$ cat config.mk
export PLATFORM = sky130hd
export DESIGN_NAME = mem_req_arbiter
export DESIGN_NICKNAME = d
export VERILOG_FILES = /design/src/rtl/mem_req_arbiter.sv
export SDC_FILE = /design/constraint.sdc
export NUM_CORES = 1
export LEC_CHECK = 0
export ABC_AREA = 1
export CORE_MARGIN = 4
export CORE_UTILIZATION = 48
export DETAILED_ROUTE_END_ITERATION = 10
export HOLD_SLACK_MARGIN = 0.15
export PLACE_DENSITY = 0.87
export SYNTH_ARGS = -nofsm -noshare
export SYNTH_HDL_FRONTEND = slang
export SYNTH_SLANG_ARGS = --single-unit
$ cat constraint.sdc
create_clock -name clk -period 1.6 [get_ports clk]
set_input_delay 0.16 -clock clk [delete_from_list [all_inputs] [get_ports clk]]
set_output_delay 0.16 -clock clk [all_outputs]
set_load 0.05 [all_outputs]
$ cat src/rtl/mem_req_arbiter.sv
// Two-client request arbiter in front of the memory request bridge.
// Buffers one request per client and keeps a single request outstanding at a time.
module mem_req_arbiter #(
    parameter int RR_MODE = 0
) (
    input  logic        clk,
    input  logic        rstn,

    input  logic        c0_request_enable,
    input  logic        c0_req_mode,
    input  logic [31:0] c0_req_addr,
    input  logic [31:0] c0_req_wdata,
    input  logic [3:0]  c0_req_wstrb,
    output logic        c0_busy,
    output logic        c0_response_enable,
    output logic [31:0] c0_resp_data,

    input  logic        c1_request_enable,
    input  logic        c1_req_mode,
    input  logic [31:0] c1_req_addr,
    input  logic [31:0] c1_req_wdata,
    input  logic [3:0]  c1_req_wstrb,
    output logic        c1_busy,
    output logic        c1_response_enable,
    output logic [31:0] c1_resp_data,

    output logic        request_enable,
    output logic        req_mode,
    output logic [31:0] req_addr,
    output logic [31:0] req_wdata,
    output logic [3:0]  req_wstrb,
    input  logic        response_enable,
    input  logic [31:0] resp_data
);

    typedef enum logic {ST_IDLE, ST_WAIT} state_t;

    typedef struct packed {
        logic        mode;
        logic [31:0] addr;
        logic [31:0] wdata;
        logic [3:0]  wstrb;
    } slot_t;

    state_t      state, state_nxt;
    slot_t       slot0, slot1, req_q, req_nxt;
    logic        pend0, pend1;
    logic        owner, owner_nxt;
    logic        rr_ptr, rr_ptr_nxt;
    logic        win;
    logic        rsp_done;
    logic        req_en_nxt;
    logic        c0_rsp_en_nxt, c1_rsp_en_nxt;
    logic [31:0] c0_rsp_data_nxt, c1_rsp_data_nxt;

    assign rsp_done = (state == ST_WAIT) && response_enable;
    assign c0_busy  = pend0;
    assign c1_busy  = pend1;

    // Slot is held until its response returns, so busy covers both buffered and in-flight.
    always_ff @(posedge clk or negedge rstn) begin
        if (!rstn) begin
            pend0 <= 1'b0;
            pend1 <= 1'b0;
            slot0 <= '0;
            slot1 <= '0;
        end else begin
            if (c0_request_enable && !pend0) begin
                pend0 <= 1'b1;
                slot0 <= {c0_req_mode, c0_req_addr, c0_req_wdata, c0_req_wstrb};
            end else if (rsp_done && !owner) begin
                pend0 <= 1'b0;
            end
            if (c1_request_enable && !pend1) begin
                pend1 <= 1'b1;
                slot1 <= {c1_req_mode, c1_req_addr, c1_req_wdata, c1_req_wstrb};
            end else if (rsp_done && owner) begin
                pend1 <= 1'b0;
            end
        end
    end

    always_comb begin
        if (pend0 && pend1) begin
            win = (RR_MODE != 0) ? rr_ptr : 1'b0;
        end else begin
            win = pend1;
        end
    end

    always_ff @(posedge clk or negedge rstn) begin
        if (!rstn) begin
            state <= ST_IDLE;
        end else begin
            state <= state_nxt;
        end
    end

    always_comb begin
        state_nxt = state;
        case (state)
            ST_IDLE: if (pend0 || pend1) state_nxt = ST_WAIT;
            ST_WAIT: if (response_enable) state_nxt = ST_IDLE;
            default: state_nxt = ST_IDLE;
        endcase
    end

    always_comb begin
        req_en_nxt      = 1'b0;
        req_nxt         = req_q;
        owner_nxt       = owner;
        rr_ptr_nxt      = rr_ptr;
        c0_rsp_en_nxt   = 1'b0;
        c1_rsp_en_nxt   = 1'b0;
        c0_rsp_data_nxt = c0_resp_data;
        c1_rsp_data_nxt = c1_resp_data;
        case (state)
            ST_IDLE: begin
                if (pend0 || pend1) begin
                    req_en_nxt = 1'b1;
                    owner_nxt  = win;
                    req_nxt    = win ? slot1 : slot0;
                end
            end
            ST_WAIT: begin
                if (response_enable) begin
                    rr_ptr_nxt = ~owner;
                    if (owner) begin
                        c1_rsp_en_nxt   = 1'b1;
                        c1_rsp_data_nxt = resp_data;
                    end else begin
                        c0_rsp_en_nxt   = 1'b1;
                        c0_rsp_data_nxt = resp_data;
                    end
                end
            end
            default: ;
        endcase
    end

    always_ff @(posedge clk or negedge rstn) begin
        if (!rstn) begin
            request_enable     <= 1'b0;
            req_q              <= '0;
            owner              <= 1'b0;
            rr_ptr             <= 1'b0;
            c0_response_enable <= 1'b0;
            c1_response_enable <= 1'b0;
            c0_resp_data       <= '0;
            c1_resp_data       <= '0;
        end else begin
            request_enable     <= req_en_nxt;
            req_q              <= req_nxt;
            owner              <= owner_nxt;
            rr_ptr             <= rr_ptr_nxt;
            c0_response_enable <= c0_rsp_en_nxt;
            c1_response_enable <= c1_rsp_en_nxt;
            c0_resp_data       <= c0_rsp_data_nxt;
            c1_resp_data       <= c1_rsp_data_nxt;
        end
    end

    assign req_mode  = req_q.mode;
    assign req_addr  = req_q.addr;
    assign req_wdata = req_q.wdata;
    assign req_wstrb = req_q.wstrb;

endmodule

Word-level counts from Yosys, hierarchy flattened:

Cells that the tools add are included.

* mux-type cells: 16
* reduce and logical (&&, ||, !) cells: 15
* bitwise gates (word level): 2

Operators by type and width (count)
* $mux W69: 1
* $mux W1: 14
* $logic_and A1 B1 Y1: 6
* $reduce_and A3 Y1: 2
* $reduce_bool A2 Y1: 2
* $logic_not A1 Y1: 3
* $not A1 Y1: 2
* $pmux W1 S2: 1
* $reduce_and A2 Y1: 1
* $logic_or A1 B1 Y1: 1

* output and inout bits: 138
* bits in registers: 278

Longest topological paths before layout:

Gate-level depths: netlist (run 1).

* depth in word-level cells: 4
* gate-level depth with buffers: 7
* gate-level depth less buffers: 5

Least setup slack after synthesis (run 1):

OpenSTA, ideal clock, no wires.

* kind: flip-flop to flip-flop
* start: register pend1 (netlist: c1_busy)
* end: register pend1 (netlist: c1_busy)
* period minus slack after synthesis: 1.518 ns
* path buffers: 3
* stages on the path, launching flop included: 7
* setup slack: 0.082 ns
* data required time: 1.473 ns
* data arrival time: 1.390 ns
* setup time: 0.127 ns
* path through: dfrtp_1 > buf_4 > inv_2 > nand2_1 > buf_2 > buf_4 > o21ai_0

* word-level cells in the longest chain between the ends: 3
* elaborated cells on any way between the ends: 4

RTL lines
* from (decl): line 47 `logic pend0, pend1;`
* from (signal assigned): line 64 `pend1 <= 1'b0;`
* from (signal assigned): line 75 `pend1 <= 1'b1;`
* from (signal assigned): line 78 `pend1 <= 1'b0;`
* $logic_not A1 Y1 (*): line 74 `if (c1_request_enable && !pend1) begin`
* $logic_and A1 B1 Y1 (*): line 74
* $mux W1 or $reduce_bool A2 Y1 (tied branches)

Every way passes the cells marked *; elsewhere a longest branch is shown, timed or not.
A chain may end at the register's enable or synchronous reset.

Worst setup path after layout (run 1):

* start: register pend1 (netlist: c1_busy)
* end: output c1_busy

RTL lines
* to (decl): line 23 `output logic c1_busy,`

No word-level cell between the ends.

==> results of run 1 <==
==> stage by stage <==
stage	total power, uW	std cells	hold slack [ns]	area [um^2]	utilization
2_1_floorplan	24300	1296	-0.136	11300	-
3_3_place_gp	30000	1866	0.100	14500	0.633
4_1_cts	37000	1918	0.167	15400	0.672
3_5_place_dp	30600	1866	0.102	14500	0.633
6_report	36700	1920	0.190	15400	0.673
5_1_grt	39000	1920	0.184	15400	0.673
==> critical path: stages (launching register included) <==
cell	delay (ns)
dfrtp_2	0.43
buf_6	0.17
buf_12	0.16
==> power groups by stage <==
stage / clock, uW / sequential [uW] / combinational [uW]
global placement: 0 / 12000 / 18000
finish: 6170 / 12000 / 18500
floorplan: 0 / 17700 / 6630
global route: 6610 / 12400 / 20000
CTS: 6330 / 12000 / 18600
detailed placement: 0 / 12100 / 18500
==> cell usage in the layout, fill, tap and decap left out, types with 2 or more instances in the layout <==
master / Yosys / final
dfrtp_1: 278 / 277
nand2_1: 275 / 272
inv_1: 174 / 174
clkdlybuf4s50_1: 0 / 173
buf_4: 14 / 149
nor2_1: 139 / 139
a21oi_1: 138 / 138
nand3_1: 140 / 138
o21ai_0: 48 / 48
clkbuf_16: 0 / 29
o21ai_1: 20 / 20
buf_12: 0 / 15
clkinv_2: 0 / 8
clkbuf_1: 11 / 6
diode_2: 0 / 2
nand3_2: 0 / 2
inv_2: 2 / 2
nand2_4: 0 / 2
clkinvlp_4: 0 / 2
clkbuf_8: 0 / 2
dlygate4sd3_1: 0 / 2
==> final cells by class <==
| cell class | count | area share |
|---|---|---|
| flip-flops and latches | 278 | 0.451 |
| multi-input cells | 762 | 0.217 |
| repair buffers | 341 | 0.207 |
| clock buffers | 37 | 0.0503 |
| inverters | 176 | 0.0429 |
| well taps | 313 | 0.0254 |
| clock inverters | 11 | 0.00552 |
| diodes | 2 | 0.000325 |
==> flip-flops by register name, summed over array words and instances, names as in the netlist, 4 cells and up <==
register / cells
c0_resp_data: 32
c1_resp_data: 32
req_addr: 32
req_wdata: 32
req_wstrb: 4
slot0: 69
slot1: 69
==> worst min path at each step <==
stage                       start                            to  slack, ns  cells after the start
floorplan                    rstn           c0_busy$_DFFE_PN0P_      -0.14                      0
global placement             rstn       req_addr[4]$_DFFE_PN0P_       0.10                      1
detailed placement           rstn       req_addr[4]$_DFFE_PN0P_       0.10                      1
CTS                 resp_data[21]  c0_resp_data[21]$_DFFE_PN0P_       0.17                      3
global route        resp_data[12]  c0_resp_data[12]$_DFFE_PN0P_       0.18                      3
finish              resp_data[21]  c0_resp_data[21]$_DFFE_PN0P_       0.19                      3
==> timing repair <==
action	4_1_cts	5_1_grt
endpoints found under the setup margin	1	0
resized for setup	1	0
endpoints found under the hold margin	278	0
hold buffers	2	0
buffers inserted	2	0
==> routing by layer <==
layer	GRT usage	wire, um	vias to the layer above
met1	0.290	12000	4643
met2	0.412	15700	448
li1	-	-	4616
met5	0	0	-
met3	0.0681	2840	91
met4	0.114	1560	0
==> logic make-up after synthesis <==
family	after synthesis	synth area share
AND/OR/NAND/NOR	555	0.200
flip-flops	278	0.614
buffers and inverters	256	0.0946
AO/OA/AOI/OAI	207	0.0918
==> run_results.csv, run 1 <==
group,metric,value,unit
routing,via_count,9798,
routing,wirelength,32.1,mm
clock_tree,insertion_delay,0.53,ns
final_layout,multi_input_area,3340,um^2
final_layout,area_growth,36.0,%
die,die_area,26100,um^2
global_route,grt_pass1_wl,52.0,mm
yosys,synth.distinct_cells,16,
final_layout,nets,1762,
clock_tree,cts_root_buf,"clkbuf_16",
critical_path,reg2reg_to,"req_wdata[13]$_DFFE_PN0P_",
critical_path,crit_required,1.44,ns
sta,rsz0062_at_grt,"no",
sta,tightest_slew,0.501,ns
yosys,synth_most_common_cell,"dfrtp_1",
critical_path,arrival,1.29,ns
place,place_hpwl,21.9,mm
clock_tree,cts_htree_levels,1,
status,status,"finished clean",
yosys,syn-cell-area,11300,um^2
yosys,synth_area_leaders,"dfrtp_1 (61%), nand2_1 (9.1%), nand3_1 (6.2%)",
global_route,grt_pass1_vias,10389,
sta,max_freq,689,MHz
die,initial_core_util,0.494,
clock_tree,clock_path_buffers,3,
yosys,avgSynthCellArea,8.74,um^2
power,clkPwrFrac,0.168,
die,ios,313,
critical_path,crit_start,"c1_busy$_DFFE_PN0P_",
yosys,ys_ff_latch,278,
sta,slew_headroom,0.666,
sta,fin_crit_sh,0.907,
sta,maxSlewViolCount,0,
sta,finalWorstSetupSlack,0.148,ns
hold_path,hold_path.class,"primary input to register",
global_route,grt.overflow.total,0,
global_route,antenna_found_initial,2,
yosys,synth_nets,1471,
routing,drt-wirelength-per-cell,16.7,um
yosys,ys_warn_count,0,
power,power_switching,17200,uW
yosys,synth_ff_type,"dfrtp_1",
critical_path,start_kind,"register",
critical_path,crit_fanout,17,
sta,finalClockSkew,0.0131,ns
yosys,synth-async-reset-ratio,1.00,
global_route,grt_usage,0.244,
final_layout,nFillCells,1741,
die,die_h,162,um
sta,setup_viol,0,
critical_path,end_kind,"primary output",
yosys,ys_seq_area_frac,0.614,
final_layout,seq_area,6960,um^2
global_route,grt_start_max_net_pins,79,
critical_path,r2r_start,"c1_busy$_DFFE_PN0P_",
yosys,synth-edff-count,0,
routing,viasPerCell,5.10,
die,fp.dieW,162,um
die,core_area,22900,um^2
yosys,synth_top_area_cell,"dfrtp_1",
power,p_leak,0.00792,uW
sta,period_needed,1.45,ns
place,pre_cts_ws,0.109,ns
clock_tree,clock-sinks,278,
routing,drt-pass1-iter-count,5,
clock_tree,cts_buffers,28,
critical_path,setup.worst_path.class,"register to primary output",
clock_tree,clkTransAtPathRegs,0.06,ns
routing,ant_nets,0,
yosys,syn-instance-count,1296,
place,gp_congestion,0.835,
place,port_buffers,312,
die,fp-row-count,55,
power,vdd_drop_max,1.59,mV
clock_tree,cts_tree,"yes",
critical_path,r2r_slack,0.16,ns
routing,drcViolationCount,0,
power,p_sw_frac,0.468,
power,p_int,19500,uW
critical_path,crit_end,"c1_busy",
sta,finalSetupTns,0,ns
yosys,yosys-top-cells-count,"dfrtp_1 (278), nand2_1 (275), inv_1 (174), nand3_1 (140), nor2_1 (139)",
yosys,synth_top_area_share,0.614,
job,max-cap-violations,0,
routing,drt_iter0_markers,801,
power,power-per-cell-area,2380,nW/um^2
power,pwr-share-comb,0.504,
power,seq_power_share,0.328,
final_layout,drive_above_1_share,0.136,
sta,hold_viol,0,
critical_path,reg2reg_depth,5,
(Power assumes the default switching activity.)
==> inputs of run 2 (changes only) <==
- CORE_UTILIZATION: 48 -> 52
- PLACE_DENSITY: 0.87 -> 0.93
- clock period: 1.6 -> 1.7 ns (I/O delays scaled with it)
==> run_results.csv, run 2 (synthesis results as in run 1) <==
group,metric,value,unit
hold_path,hold_path.class,"primary input to asynchronous set/reset pin",
sta,max_freq,609,MHz
sta,slew_headroom,0.642,
die,fp-row-count,53,
die,core_area,21200,um^2
routing,drt-wirelength-per-cell,18.0,um
critical_path,slowest_stage,"dlygate4sd2_1",
final_layout,nFillCells,1386,
routing,wirelength,34.0,mm
sta,finalSetupTns,0,ns
critical_path,crit_path_max_incr_delay,0.57,ns
critical_path,start_kind,"register",
critical_path,crit_start,"req_wdata[17]$_DFFE_PN0P_",
die,die_h,156,um
power,p_leak,0.00813,uW
global_route,grt_pass1_wl,53.3,mm
final_layout,final_common_cell,"dfrtp_1",
routing,via_count,10118,
final_layout,nets,1765,
die,fp.dieW,156,um
critical_path,setup.worst_path.class,"register to primary output",
final_layout,multi_input_area,3340,um^2
clock_tree,clock-sinks,278,
sta,finalClockSkew,0.00707,ns
final_layout,drive_above_1_share,0.0924,
sta,tightest_slew,0.540,ns
final_layout,seq_area,6960,um^2
power,clkPwrFrac,0.198,
power,seq_power_share,0.315,
power,p_int,19200,uW
critical_path,arrival,1.47,ns
critical_path,end_kind,"primary output",
sta,setup_viol,0,
power,p_sw_frac,0.462,
power,total_power,35700,uW
sta,period_needed,1.64,ns
place,place_hpwl,22.5,mm
job,max-cap-violations,0,
sta,hold_viol,0,
critical_path,r2r_start,"state$_DFF_PN0_",
global_route,antenna_found_initial,3,
die,ios,313,
global_route,grt_pass1_vias,10581,
clock_tree,cts_root_buf,"clkbuf_16",
place,port_buffers,312,
clock_tree,cts_buffers,28,
die,die_area,24200,um^2
final_layout,top_regs,"slot0: 69 flops, slot1: 69 flops",
final_layout,final_cell_mix,"dfrtp_1 (277), nand2_1 (272), inv_1 (174)",
clock_tree,clkTransAtPathRegs,0.06,ns
power,vdd_drop_max,1.67,mV
clock_tree,cts_tree,"yes",
sta,maxSlewViolCount,0,
sta,fin_crit_sh,0.965,
critical_path,crit_fanout,2,
global_route,grt.overflow.total,0,
routing,drt-pass1-iter-count,5,
critical_path,path_buf_inv,1,
status,status,"finished clean",
place,gp_congestion,0.834,
die,initial_core_util,0.534,
routing,viasPerCell,5.35,
clock_tree,post-cts-setup-buffer-count,0,
clock_tree,clock_path_buffers,3,
routing,ant_nets,0,
clock_tree,cts_htree_levels,1,
clock_tree,insertion_delay,0.54,ns
power,pwr-share-comb,0.487,
sta,rsz0062_at_grt,"no",
global_route,grt_usage,0.273,
power,power-per-cell-area,2270,nW/um^2
routing,drt_iter0_markers,731,
global_route,grt_start_max_net_pins,68,
final_layout,area_growth,38.9,%
critical_path,crit_required,1.53,ns
power,power_switching,16500,uW
critical_path,crit_chain,"dlygate4sd2_1",
critical_path,critPathTopFamily,"buffers and inverters",
routing,drcViolationCount,0,
## run 2: cell count changes in the layout (fill, tap and decap cells not counted), sizes merged, moves of 2 or more
cell and delta:
clkinv -4, buf -77, bufinv +5, clkbuf +5, dlygate4sd2 +81, clkinvlp -2
## run 2: power groups by stage
| stage | clock network, uW | registers (uW) | logic (uW) |
|---|---|---|---|
| 2_1_floorplan | 0 | 16600 | 6240 |
| 3_3_place_gp | 0 | 11200 | 17300 |
| 3_5_place_dp | 0 | 11300 | 17900 |
| 4_1_cts | 7170 | 11200 | 17400 |
| 5_1_grt | 7440 | 11500 | 18700 |
| 6_report | 7080 | 11300 | 17400 |
## run 2: area by class of cell
class / count / area share
antenna: 3 / 0.000477
clock buffer: 42 / 0.0562
clock inverter: 10 / 0.0127
inverter: 176 / 0.0420
multi-input combinational: 762 / 0.212
sequential: 278 / 0.442
tap: 275 / 0.0219
timing repair buffer: 344 / 0.212
## run 2: path summary, 6_finish.rpt
kind                                           endpoint  slack [ns]  depth (start not counted)
hold / removal                  req_addr[3]$_DFFE_PN0P_        0.16                          2
min in group clk           c0_resp_data[17]$_DFFE_PN0P_        0.20                          3
hold reg to reg            c0_resp_data[10]$_DFFE_PN0P_        0.48                          2
setup reg to reg              req_wdata[28]$_DFFE_PN0P_        0.15                          4
max in group asynchronous  c0_resp_data[11]$_DFFE_PN0P_        0.85                          3
setup / recovery                          req_wdata[17]        0.06                          1
## run 2: through the flow
step | cell area (um^2) | hold slack, ns | utilization | setup WS (ns) | cells
after global routing | 15700 | 0.195 | 0.741 | 0.0211 | 1889
final | 15700 | 0.159 | 0.742 | 0.0590 | 1890
after CTS | 15700 | 0.166 | 0.741 | 0.0432 | 1887
after detailed placement | 14700 | 0.135 | 0.694 | 0.180 | 1834
after global placement | 14700 | 0.129 | 0.694 | 0.237 | 1834
after floorplan | 11300 | -0.126 | - | 0.182 | 1296
## run 2: routing by layer
layer | global-route usage | share of wire | vias up
li1 | - | - | 4628
met1 | 0.325 | 0.36 | 4857
met2 | 0.459 | 0.49 | 520
met3 | 0.0846 | 0.099 | 111
met4 | 0.121 | 0.045 | 2
met5 | 0 | 0.00038 | -
## run 2: repair_timing
item,4_1_cts,5_1_grt
hold endpoints to repair,278,0
hold buffers,1,0
setup endpoints to repair,81,0
resized for setup,81,0
